<file path="config.mk">
export PLATFORM = sky130hd
export DESIGN_NAME = serial_parity_frame_ctrl
export DESIGN_NICKNAME = d
export VERILOG_FILES = /design/src/rtl/serial_parity_frame_ctrl.sv
export SDC_FILE = /design/constraint.sdc
export NUM_CORES = 1
export LEC_CHECK = 0
export BUFFER_PORTS_ARGS = -buffer_cell sky130_fd_sc_hd__buf_2
export CAP_MARGIN = 20
export CORE_MARGIN = 5
export CORE_UTILIZATION = 50
export CTS_CLUSTER_SIZE = 28
export DETAILED_ROUTE_END_ITERATION = 8
export PLACE_DENSITY = 0.73
export SLEW_MARGIN = 20
export SYNTH_ARGS = -nofsm -noshare
export SYNTH_HDL_FRONTEND = slang
export SYNTH_SLANG_ARGS = --single-unit
</file>
<file path="constraint.sdc">
create_clock -name clk -period 2.7 [get_ports clk]
set_input_delay 0.135 -clock clk [delete_from_list [all_inputs] [get_ports clk]]
set_output_delay 0.135 -clock clk [all_outputs]
set_load 0.02 [all_outputs]
</file>
<file path="src/rtl/serial_parity_frame_ctrl.sv">
// Serial even-parity frame receiver: start / data / parity / stop framing with a
// one-entry valid/ready output buffer, error flags and a saturating error counter.
module serial_parity_frame_ctrl #(
    parameter int DATA_BITS = 8,
    parameter int ERR_CNT_W = 8
) (
    input  logic                 clk,
    input  logic                 reset,
    input  logic                 serial_in,
    input  logic                 out_ready,
    output logic                 out_valid,
    output logic [DATA_BITS-1:0] out_data,
    output logic                 out_parity_err,
    output logic                 out_frame_err,
    output logic                 overrun,
    output logic [ERR_CNT_W-1:0] err_count,
    output logic                 busy
);

    localparam int CNT_W = (DATA_BITS > 1) ? $clog2(DATA_BITS) : 1;
    localparam logic [CNT_W-1:0] LAST_BIT = CNT_W'(DATA_BITS - 1);

    typedef enum logic [1:0] {IDLE, DATA, PARITY, STOP} state_t;

    state_t               state;
    state_t               next_state;
    logic [CNT_W-1:0]     bit_cnt;
    logic                 acc;
    logic [DATA_BITS-1:0] data_sr;
    logic [DATA_BITS:0]   shift_in;
    logic                 commit;
    logic                 frame_bad;
    logic                 can_load;

    // A frame completes on the edge that samples the stop bit.
    assign commit    = (state == STOP);
    assign frame_bad = acc | ~serial_in;
    assign can_load  = !out_valid || out_ready;
    assign shift_in  = {serial_in, data_sr};
    assign busy      = (state != IDLE);

    always_ff @(posedge clk) begin
        if (reset) state <= IDLE;
        else       state <= next_state;
    end

    always_comb begin
        next_state = state;
        case (state)
            IDLE:    if (!serial_in) next_state = DATA;
            DATA:    if (bit_cnt == LAST_BIT) next_state = PARITY;
            PARITY:  next_state = STOP;
            STOP:    next_state = IDLE;
            default: next_state = IDLE;
        endcase
    end

    // Data arrives LSB first, so shifting right leaves the first bit in bit 0.
    always_ff @(posedge clk) begin
        if (reset) begin
            bit_cnt <= '0;
            acc     <= 1'b0;
            data_sr <= '0;
        end else begin
            case (state)
                IDLE: begin
                    if (!serial_in) begin
                        bit_cnt <= '0;
                        acc     <= 1'b0;
                    end
                end
                DATA: begin
                    data_sr <= shift_in[DATA_BITS:1];
                    acc     <= acc ^ serial_in;
                    bit_cnt <= bit_cnt + 1'b1;
                end
                PARITY:  acc <= acc ^ serial_in;
                default: ;
            endcase
        end
    end

    // A commit into a draining buffer replaces the word; into a full one it is dropped.
    always_ff @(posedge clk) begin
        if (reset) begin
            out_valid      <= 1'b0;
            out_data       <= '0;
            out_parity_err <= 1'b0;
            out_frame_err  <= 1'b0;
            overrun        <= 1'b0;
            err_count      <= '0;
        end else begin
            overrun <= 1'b0;
            if (commit) begin
                if (frame_bad && (err_count != '1))
                    err_count <= err_count + 1'b1;
                if (can_load) begin
                    out_data       <= data_sr;
                    out_parity_err <= acc;
                    out_frame_err  <= ~serial_in;
                    out_valid      <= 1'b1;
                end else begin
                    overrun <= 1'b1;
                end
            end else if (out_valid && out_ready) begin
                out_valid <= 1'b0;
            end
        end
    end

endmodule

</file>
Word level (Yosys, flattened, before mapping)
Index checks and enable logic that the tools add are counted.
- add/sub/neg operators: 2
- eq/ne operators: 8
- muxes and demuxes: 11
- bitwise gates (word level): 4
- reduce and logical (&&, ||, !) cells: 17
- operators with widths (operator ; number):
    AND reduction 2 bit ; 6
    adder 8 x 1 -> 8 bit (second input constant) ; 1
    != test 8 bit (second input constant) ; 1
    case mux 2 bit (4 select lines) ; 1
    nonzero test 2 bit ; 4
    case mux 3 bit (2 select lines) ; 1
    2-to-1 mux 1 bit ; 5
    equality test 2 bit (second input constant) ; 2
    2-to-1 mux 2 bit ; 2
    != test 2 bit (second input constant) ; 2
    OR reduction 2 bit ; 2
    adder 3 x 1 -> 3 bit (second input constant) ; 1
    equality test 3 bit (second input constant) ; 1
    2-to-1 mux 3 bit ; 1
    equality test 2 x 1 -> 1 bit (second input constant) ; 1
    logical AND 1 bit ; 2
    zero test 2 bit ; 1
    != test 2 x 1 -> 1 bit (second input constant) ; 1
    inverter 1 bit ; 2
    case mux 1 bit (2 select lines) ; 1
    zero test 1 bit ; 1
    logical OR 1 bit ; 1
    OR 1 bit ; 1
    XOR 1 bit ; 1
- flip-flop bits (word level): 34
- bits of input ports: 4
- output and inout port bits: 21
- logic and storage cells: 52

Longest topological paths before layout
Gate-level depths: netlist of the first run.
- word-level depth: 4
- gate-level depth with buffers: 6
- mapped depth without buffers: 6

Least setup slack after synthesis of the first run
No wires, ideal clock.
- path type: reg-to-reg
- start point: register acc
- end point: register err_count[5]
- setup time: 0.071 ns
- data arrival time: 1.319 ns
- data required time: 2.629 ns
- path slack: 1.310 ns
- cell stages (with the launch flop): 7
- buffers on the path: 0
- clock period less this slack: 1.390 ns
- cell sequence: dfxtp_1 > inv_1 > ha_1 > and2b_4 > o21ai_2 > or3_1 > a21oi_1
- longest elaborated chain between the ends: 3
- ends and longest elaborated chain (element ; line ; text):
    start: declaration ; 28 ; logic acc;
    start signal: assignment ; 74 ; acc <= acc ^ serial_in;
    start signal: assignment ; 77 ; PARITY: acc <= acc ^ serial_in;
    OR 1 bit ; 37 ; assign frame_bad = acc | ~serial_in;
    logical AND 1 bit ; 95 ; if (frame_bad && (err_count != '1))
    AND reduction 2 bit (no line) ; - ;
    end signal: assignment ; 96 ; err_count <= err_count + 1'b1;
    end: declaration ; 16 ; output logic [ERR_CNT_W-1:0] err_count,
Every way passes these cells.
A chain may end at the register's enable or synchronous reset.

Worst setup path after layout of the first run
- start point: register state[1]
- end point: register bit_cnt[2]
- longest elaborated chain between the ends: 3
- elaborated cells on any way between the ends: 6
- those cells by class: eq/ne: 2; mux: 1; reduce/logical: 3
- ends and longest elaborated chain (element ; line ; text):
    start: declaration ; 25 ; state_t state;
    start signal: assignment ; 44 ; else state <= next_state;
    equality test 2 x 1 -> 1 bit / zero test 2 bit (equally long branches) ; 65 ; case (state)
    nonzero test 2 bit (no line) / != test 2 bit (equally long branches) ; - ;
    AND reduction 2 bit (no line) ; - ;
    end signal: assignment ; 75 ; bit_cnt <= bit_cnt + 1'b1;
    end: declaration ; 27 ; logic [CNT_W-1:0] bit_cnt;
Several ways; a longest one is shown, not always the timed one.

==> impl_results.md, run 1 <==
* Chip height at 63.34 µm
* Async SR Flop Fraction at 0%
* Starting Density at 52.04%
* Final Critical Period at 1663 ps
* Ys flop type: dfxtp_1
* Finished Layout Cells at 204
* Postcts setup bufs at 0
* CTS tree: done
* DRC viols at 0
* Final design area excluding fillers at 1632 µm²
* Final global-route overflow total at 0
* Root buffer cell: clkbuf_4
* DP Area at 1558 µm²
* Via count at 1068
* Most area-hungry cell type in the Yosys netlist: dfxtp_1
* Mapped cell area at 1423 µm²
* Vias in the first global route at 1030
* Core area at 2734 µm²
* EDFF count, synth at 0
* Pre-Repair DR Iteration Count at 4
* Relative slew slack at 54.09%
* Max-slew violations at 0
* CTS sink count at 34
* Worst-Margin Slew at 688.6 ps
* Cell area power density at 705.9 nW/µm²
* Max Cap Viol at 0
* Post-DP HPWL at 1821 µm
* Pleak at 0.0007848 µW
* Cell row count at 19
* Internal reg-to-reg setup slack at 1040 ps
* Final period utilization at 61.60%
* Post-synth cell types at 31
* Post-synthesis sequential area ratio at 47.85%
* Max VDD drop at 595.6 µV
* Reg2reg end: bit_cnt[2]
* Worst min-delay path startpoint: serial_in
* DR WL/cell at 12.26 µm
* Crit path launch type: register
* Worst Reg-to-Reg Cells at 5
* CTS HTree Levels at 2
* Global-route wire length before repair at 4478 µm
* Worst path required time at 2910 ps
* Top-area cell type share of the netlist area at 47.85%
* R2R Path Start: state[1]
* Status: finished clean
* Warnings from Yosys at 0
* Clock latency on the worst-skew pair at 330 ps
* Ranking of synthesized cells by area: dfxtp_1 (48%), mux2i_1 (13%), nor2_1 (7.7%)
* Final setup viols at 0
* Final net count at 184
* Initial antenna violation count at 0
* CP arrival at 1870 ps
* Buffers on Ports at 24
* Flop and latch count out of synthesis at 34
* Hold Path Class: in -> reg
* Gpl congestion at 0.7730
* Net Count, Synth at 158
* Antenna diode count at 0
* Share of layout cells above drive strength 1 at 21.97%
* Crit path capture type: register
* Unrepaired setup endpoints after global routing: false
* Total CTS buffers at 5
* Critical path peak fanout at 13
* Dpl cells at 195
* Fmax at 0.6013 GHz
* Pin count of the biggest net entering global routing at 35
* Clock-pin slew on the worst setup and hold paths at 110 ps
* Synth cell count leaders: dfxtp_1 (34), nor2_1 (29), mux2i_1 (18)
* Initial DRC Count at 34
* DRT antenna net count at 0
* GRT Util Overall at 13.76%
* Io pins at 25
* CP Class: reg -> reg
* Syn Area/Cell at 9.744 µm²
* Hold path endpoint: data_sr[7]
* Clock Skews at 9.821 ps
* Vias per cell at 5.235
* Post-Syn Instances at 146
* Die Width at 63.34 µm
* Final wirelength at 2502 µm
* Die area at 4012 µm²
* Hold Path Depth at 3
* Most common cell in the synthesized netlist: dfxtp_1
* Area grow syn2layout at 14.69%
* Setup TNS at 0 ps
* Worst-case clock buffer depth at 2
* Fin. Hold Viols at 0
-- routing by layer --
| metal | track usage (%) | up-vias | routed length, µm |
|---|---|---|---|
| met5 | 0 | - | 0 |
| met4 | 7.013 | 0 | 54 |
| met3 | 4.796 | 7 | 118 |
| met2 | 21.19 | 18 | 1157 |
| met1 | 16.81 | 492 | 1172 |
| li1 | - | 551 | - |
-- cell type report --
| cell class | count | area, µm² |
|---|---|---|
| repair buffers | 25 | 130.1 |
| fillers | 273 | 1102 |
| multi-input cells | 98 | 688.2 |
| well taps | 31 | 38.79 |
| clock inverters | 2 | 12.51 |
| flip-flops and latches | 34 | 680.7 |
| clock buffers | 6 | 51.30 |
| inverters | 8 | 30.03 |
-- worst max-delay path: stages (launching register included) --
cell     delay (ps)
dfxtp_1         340
inv_1           100
ha_1            570
o21ai_0         280
a32oi_1         210
nor2_1           50
-- layout by cell type (no fill, tap or decap) --
master,netlist,layout
clkbuf_8,0,1
dfxtp_1,34,34
ha_1,8,8
buf_2,1,24
and2_1,2,2
nand4b_1,1,1
o211ai_1,2,2
nand4_1,1,1
nor4b_1,1,1
o21ai_0,4,3
a31oi_1,1,1
nand2b_1,1,1
a32oi_1,3,3
nand2_1,4,4
clkinvlp_4,0,1
a211oi_1,2,2
nor2_1,29,29
o21ai_2,1,2
o2111ai_1,1,1
a21oi_1,6,6
xor2_1,5,5
nor3_1,1,1
or2_2,1,1
nand3_2,1,1
inv_1,8,8
clkinv_2,0,1
nand3b_1,1,1
nand4_2,1,1
mux2i_1,18,18
and2b_4,1,1
dlygate4sd3_1,0,1
clkbuf_4,0,5
or3_1,1,1
and3_1,1,1
-- cell families (layout without fill, tap and decap cells) --
group,after synthesis,count (layout),synth area share [%]
simple gates,47,47,16.18
flops,34,34,47.85
compound gates,20,20,9.147
mux,18,18,12.66
buf+inv,14,41,4.045
fa+ha+maj,8,8,7.036
xor+xnor,5,5,3.078
-- state kept, by name, summed over array words and instances (netlist names) --
name	flops
data_sr	8
overrun	1
out_valid	1
acc	1
bit_cnt	3
out_parity_err	1
err_count	8
state	2
out_frame_err	1
out_data	8
-- timing repair --
action,CTS,global route
endpoints found under the hold margin,1,0
resized for setup,0,0
hold buffers,1,0
-- where the power goes --
| group | internal, µW | total, µW | leakage [µW] | switching (µW) |
|---|---|---|---|---|
| clock | 125 | 296 | 0.0000343 | 171 |
| combinational | 116 | 294 | 0.000476 | 178 |
| sequential | 535 | 562 | 0.000275 | 26.9 |
-- worst max path at each step --
stage,from,end,slack [ps],cells past startpoint
4_1_cts,state[1],bit_cnt[2],1040,5
3_3_place_gp,out_valid,out_data[7],930,4
2_1_floorplan,acc,err_count[5],1310,6
5_1_grt,state[1],bit_cnt[1],840,5
6_report,state[1],bit_cnt[2],1040,5
3_5_place_dp,state[1],bit_cnt[2],1030,5
-- through the flow --
step	utilization, %	hold WS, ps	worst slack, ps	power, µW
after global placement	56.84	334.0	932.7	855.9
after detailed placement	56.98	352.8	1033	868.1
final	59.68	107.2	1037	1152
after floorplan	-	214.3	1310	806.1
after global routing	59.68	139.6	836.7	1226
after CTS	59.68	96.54	1039	1161
No activity file was read; power rests on OpenSTA's default activity.
==> run 2, diff against run 1 <==
ABC_AREA = 1   (was default)
CORE_UTILIZATION = 49   (was 50)
PLACE_DENSITY = 0.74   (was 0.73)
clock period = 1.45 ns   (was 2.7 ns; I/O delays follow)
==> run 2 against run 1 <==
  * Power rose by 140%
  * Synthesized area rose by 4.7%
  * Sequential power rose by 130%
  * Critical path type unchanged
==> impl_results.md, run 2 <==
* Status: finished clean
* Most frequent cells in the layout: nor2_1 (42), dfxtp_1 (34), buf_2 (24)
* Die Width at 65.13 µm
* Worst path required time at 1690 ps
* Slowest-stage cell, CP: dfxtp_1
* Post-DP HPWL at 2071 µm
* GRT Util Overall at 15.18%
* Most used cell, CP: nand2_1
* Clock-pin slew on the worst setup and hold paths at 100 ps
* Die area at 4241 µm²
* Hold Path Class: in -> reg
* Top Registers: data_sr: 8 flops, err_count: 8 flops, out_data: 8 flops
* Starting Density at 50.00%
* Post-Syn Instances at 194
* Fmax at 0.7532 GHz
* CP Class: reg -> reg
* Critical path peak fanout at 6
* Final period utilization at 91.56%
* Post-synth cell types at 25
* Unrepaired setup endpoints after global routing: false
* Clock latency on the worst-skew pair at 340 ps
* EDFF count, synth at 0
* Flop and latch count out of synthesis at 34
* Root buffer cell: clkbuf_4
* Max VDD drop at 770.3 µV
* Ys flop type: dfxtp_1
* Top Family by Delay on Critical Path: simple AND/OR/NAND/NOR gates
* Max-slew violations at 0
* Chip height at 65.13 µm
* Final wirelength at 2929 µm
* Hold slack at 50.49 ps
* Initial DRC Count at 75
* Most common cell in the synthesized netlist: nor2_1
* Fin. Hold Viols at 0
* Commonest non-fill, non-tap cell in the layout: nor2_1
* Pre-Repair DR Iteration Count at 4
* Area grow syn2layout at 15.88%
* Vias per cell at 5.031
* Most area-hungry cell type in the Yosys netlist: dfxtp_1
* Postcts setup bufs at 0
* DRC viols at 0
* Final global-route overflow total at 0
* Worst path max stage delay at 350 ps
* Relative slew slack at 72.23%
* CTS tree: done
* Cell row count at 20
* Share of layout cells above drive strength 1 at 23.89%
* Final setup viols at 0
* Cell area power density at 1617 nW/µm²
* CTS sink count at 34
* Mapped cell area at 1489 µm²
* Gpl congestion at 0.8532
* Worst-Margin Slew at 416.0 ps
* Worst path buffer plus inverter count at 0
* Syn Area/Cell at 7.675 µm²
* DP Area at 1637 µm²
* Total CTS buffers at 5
* Post-synthesis sequential area ratio at 45.71%
* Setup TNS at 0 ps
* Initial antenna violation count at 0
* Vias in the first global route at 1110
* Crit path capture type: register
* Global-route wire length before repair at 4926 µm
* Ranking of synthesized cells by area: dfxtp_1 (46%), nor2_1 (11%), ha_1 (6.7%)
* Io pins at 25
* Worst-case clock buffer depth at 2
* CTS HTree Levels at 2
* Crit-path cells: ha_1, nand2_1, nor2_2, a21oi_2, nand3_1, nand2_1, nor2_1
* Final design area excluding fillers at 1725 µm²
* CP arrival at 1570 ps
* Clock Skews at 9.048 ps
* Via count at 1303
* Crit path launch type: register
* Final Critical Period at 1328 ps
* Net Count, Synth at 206
* Synth cell count leaders: nor2_1 (42), dfxtp_1 (34), nand2_1 (23)
* Core area at 2978 µm²
* Buffers on Ports at 24
* DRT antenna net count at 0
* Pin count of the biggest net entering global routing at 29
* Top-area cell type share of the netlist area at 45.71%
* Warnings from Yosys at 0
* Final net count at 237
* Max Cap Viol at 0
* DR WL/cell at 11.31 µm
* Pleak at 0.0008145 µW
* Antenna diode count at 0
* Async SR Flop Fraction at 0%
==> run 2: cell count changes after synthesis, sizes merged, moves of 6 or more <==
cell,change
a21oi,+8
inv,+10
mux2i,-18
nand2,+22
nand3,+6
nor2,+20
o21ai,+21
==> run 2: report_power, final <==
group / total (µW) / switching [µW] / internal [µW] / leakage, µW
Clock: 551 / 316 / 235 / 0.0000353
Sequential: 1280 / 137 / 1140 / 0.000277
Combinational: 960 / 615 / 345 / 0.000502
Total: 2790 / 1070 / 1720 / 0.000814
==> run 2: cell type report <==
type,count,area (µm²)
Clock inverter,1,5.005
Tap cell,33,41.29
Inverter,21,81.33
Sequential cell,34,680.7
Fill cell,293,1252
Clock buffer,7,55.05
Timing Repair Buffer,28,155.1
Multi-Input combinational cell,135,706.9
==> run 2: final timing paths <==
path | slack [ps] | to | depth (start not counted) | from
worst max-delay path | 120 | err_count[6] | 7 | err_count[0]
worst min-delay path | 50 | overrun | 4 | out_ready
worst max register to register | 120 | err_count[6] | 7 | err_count[0]
worst min register to register | 470 | acc | 2 | acc
==> run 2: cells by family (layout without fill, tap and decap cells) <==
group / after synthesis / after routing / share of synthesized area (%)
AOI/OAI and AO/OA: 42 / 42 / 15.04
adders and majority gates: 8 / 8 / 6.723
buffers and inverters: 25 / 57 / 7.395
DFF: 34 / 34 / 45.71
and+or+nand+nor: 85 / 85 / 25.13
==> run 2: metrics by stage <==
stage	total power [µW]	setup slack, ps	util, %	cells
after floorplan	1989	126.9	-	194
after global placement	2221	118.9	54.96	249
after detailed placement	2237	121.7	54.96	249
after CTS	2796	56.61	57.65	259
after global routing	3026	11.19	57.94	259
final	2790	122.3	57.94	259
==> run 2: per-layer routing <==
metal / GRT usage [%] / share of wire, %
met5: 0 / 0
met4: 7.513 / 1.9
met3: 5.983 / 5.5
met2: 22.48 / 43
met1: 19.14 / 49
==> run 2: what timing repair did <==
item	4_1_cts	5_1_grt
resized for setup	0	3
setup endpoints to repair	0	8
hold endpoints to repair	5	0
hold buffers	2	0
==> run 2: worst min-delay path, delay by kind of cell <==
kind	cells	cell delay, ps
simple gates	2	120
buf+inv	2	150
==> run 3, diff against run 2 <==
HOLD_SLACK_MARGIN = 0.06   (was default)
==> run 3 against run 2 <==
  * First-iteration DRC count fell by 6.7%
  * Non-clock buffer count up 1
  * Flip-flop and latch count unchanged
  * Die area did not move
  * Sequential share of layout area fell by 0.23 points
  * Worst setup slack is essentially flat
  * Clock power barely moved
  * Critical path depth unchanged
  * Final area up 0.58%
  * Clock-buffer cell count is the same
  * Worst hold slack better by 420 ps
  * Via count barely moved
  * Critical path type unchanged
  * Largest cell class unchanged
  * Largest power group unchanged
==> impl_results.md, run 3 (synthesized netlist as in run 2, its figures left out) <==
* Area grow syn2layout at 16.55%
* Die Width at 65.13 µm
* Initial antenna violation count at 0
* Area of the multi-input gates at 706.9 µm²
* Post-DP HPWL at 2071 µm
* DR WL/cell at 11.33 µm
* Max-slew violations at 0
* Pleak at 0.0008186 µW
* Clock latency on the worst-skew pair at 340 ps
* Worst path required time at 1690 ps
* Worst-case clock buffer depth at 2
* Fmax at 0.7532 GHz
* DP Area at 1637 µm²
* Worst path max stage delay at 350 ps
* Cell row count at 20
* Final design area excluding fillers at 1735 µm²
* Total power at 2792 µW
* Met2 Wirelength at 1281 µm
* Final wirelength at 2945 µm
* Vias per cell at 5.008
* Fin. Hold Viols at 0
* Final net count at 238
* Hold Path Class: reg -> reg
* Share of layout cells above drive strength 1 at 23.79%
* Commonest non-fill, non-tap cell in the layout: nor2_1
* Setup TNS at 0 ps
* Final Critical Period at 1328 ps
* DRC viols at 0
* Pre-Repair DR Iteration Count at 4
* CTS tree: done
* Worst-Margin Slew at 416.9 ps
* Crit-path cells: ha_1, nand2_1, nor2_2, a21oi_2, nand3_1, nand2_1, nor2_1
* Core area at 2978 µm²
* Max VDD drop at 770.8 µV
* Most used cell, CP: nand2_1
* GRT Util Overall at 15.25%
* Internal reg-to-reg setup slack at 120 ps
* CP Class: reg -> reg
* Cell area power density at 1609 nW/µm²
* Worst min-delay path startpoint: acc
* Slowest-stage cell, CP: dfxtp_1
* Post-route setup slack at 122.3 ps
* Root buffer cell: clkbuf_4
* Pin count of the biggest net entering global routing at 29
* Final global-route overflow total at 0
* CTS sink count at 34
* CP arrival at 1570 ps
* Initial DRC Count at 70
* Highest Signal Layer: met4
* Filler cells at 292
* Via count at 1302
* Starting Density at 50.00%
* Unrepaired setup endpoints after global routing: false
* Antenna diode count at 0
* Critical path peak fanout at 6
* WL met1 at 1438 µm
* Clock Skews at 9.184 ps
* Worst Setup SP: err_count[0]
* Io pins at 25
* Relative slew slack at 72.16%
* Worst Reg-to-Reg Cells at 7
* Final setup viols at 0
* CTS HTree Levels at 2
* Hold slack at 466.2 ps
* Reg2reg end: err_count[6]
* Most frequent cells in the layout: nor2_1 (42), dfxtp_1 (34), buf_2 (24)
* Top Registers: data_sr: 8 flops, err_count: 8 flops, out_data: 8 flops
* Routed length on met3 at 167 µm
* Final period utilization at 91.57%
* Clock-pin slew on the worst setup and hold paths at 100 ps
* Critical Path Sink: err_count[6]
* Chip height at 65.13 µm
* Max Cap Viol at 0
* Crit path capture type: register
* Vias in the first global route at 1122
* Die area at 4241 µm²
* Buffers on Ports at 24
* Placement Setup Slack at 121.7 ps
* Postcts setup bufs at 0
* Gpl congestion at 0.8532
* Global-route wire length before repair at 4954 µm
* Status: finished clean
* Reg area at 680.7 µm²
* Crit path launch type: register
* R2R Path Start: err_count[0]
* DRT antenna net count at 0
* Total CTS buffers at 5
==> run 3: cell types whose count changed in the layout (fill, tap and decap cells not counted) <==
| cell | change |
|---|---|
| dlygate4sd3_1 | +1 |
==> run 3: where the power goes <==
part	switching [µW]	internal [µW]
combinational	615	347
clock	316	235
sequential	136	1140
total	1070	1720
==> run 3: how the worst min path moves through the flow <==
stage / endpoint / cells after the start / slack (ps)
finish: acc / 2 / 470
floorplan: acc / 1 / 140
detailed placement: out_frame_err / 2 / 350
global route: acc / 2 / 500
global placement: out_frame_err / 2 / 340
CTS: acc / 2 / 470
==> run 3: cell type report <==
type	count	share of cell area (%)
flip-flops and latches	34	39.22
clock inverters	1	0.2884
inverters	21	4.686
well taps	33	2.379
multi-input cells	135	40.74
clock buffers	7	3.172
repair buffers	29	9.517
==> run 3: layer usage <==
layer  track usage [%]  vias to the layer above
met5                 0                        -
met4             7.513                        0
met3             5.983                        5
met2             22.73                       26
met1             19.14                      580
li1                  -                      691
==> run 3: worst max-delay path, delay by kind of cell (launching register included) <==
| family | cells | cell delay [ps] |
|---|---|---|
| AO/OA/AOI/OAI | 1 | 260 |
| adder cells (fa/ha/maj) | 1 | 230 |
| flip-flops | 1 | 350 |
| AND/OR/NAND/NOR | 5 | 410 |
==> run 3: repair_timing <==
item / CTS / global route
endpoints found under the hold margin: 7 / 0
gates resized for setup: 0 / 3
hold buffers: 3 / 0
setup endpoints to repair: 0 / 8
==> run 3: stage by stage <==
stage          cells  util [%]
6_report         260     58.28
5_1_grt          260     58.28
4_1_cts          260     57.98
3_5_place_dp     249     54.96
3_3_place_gp     249     54.96
2_1_floorplan    194         -
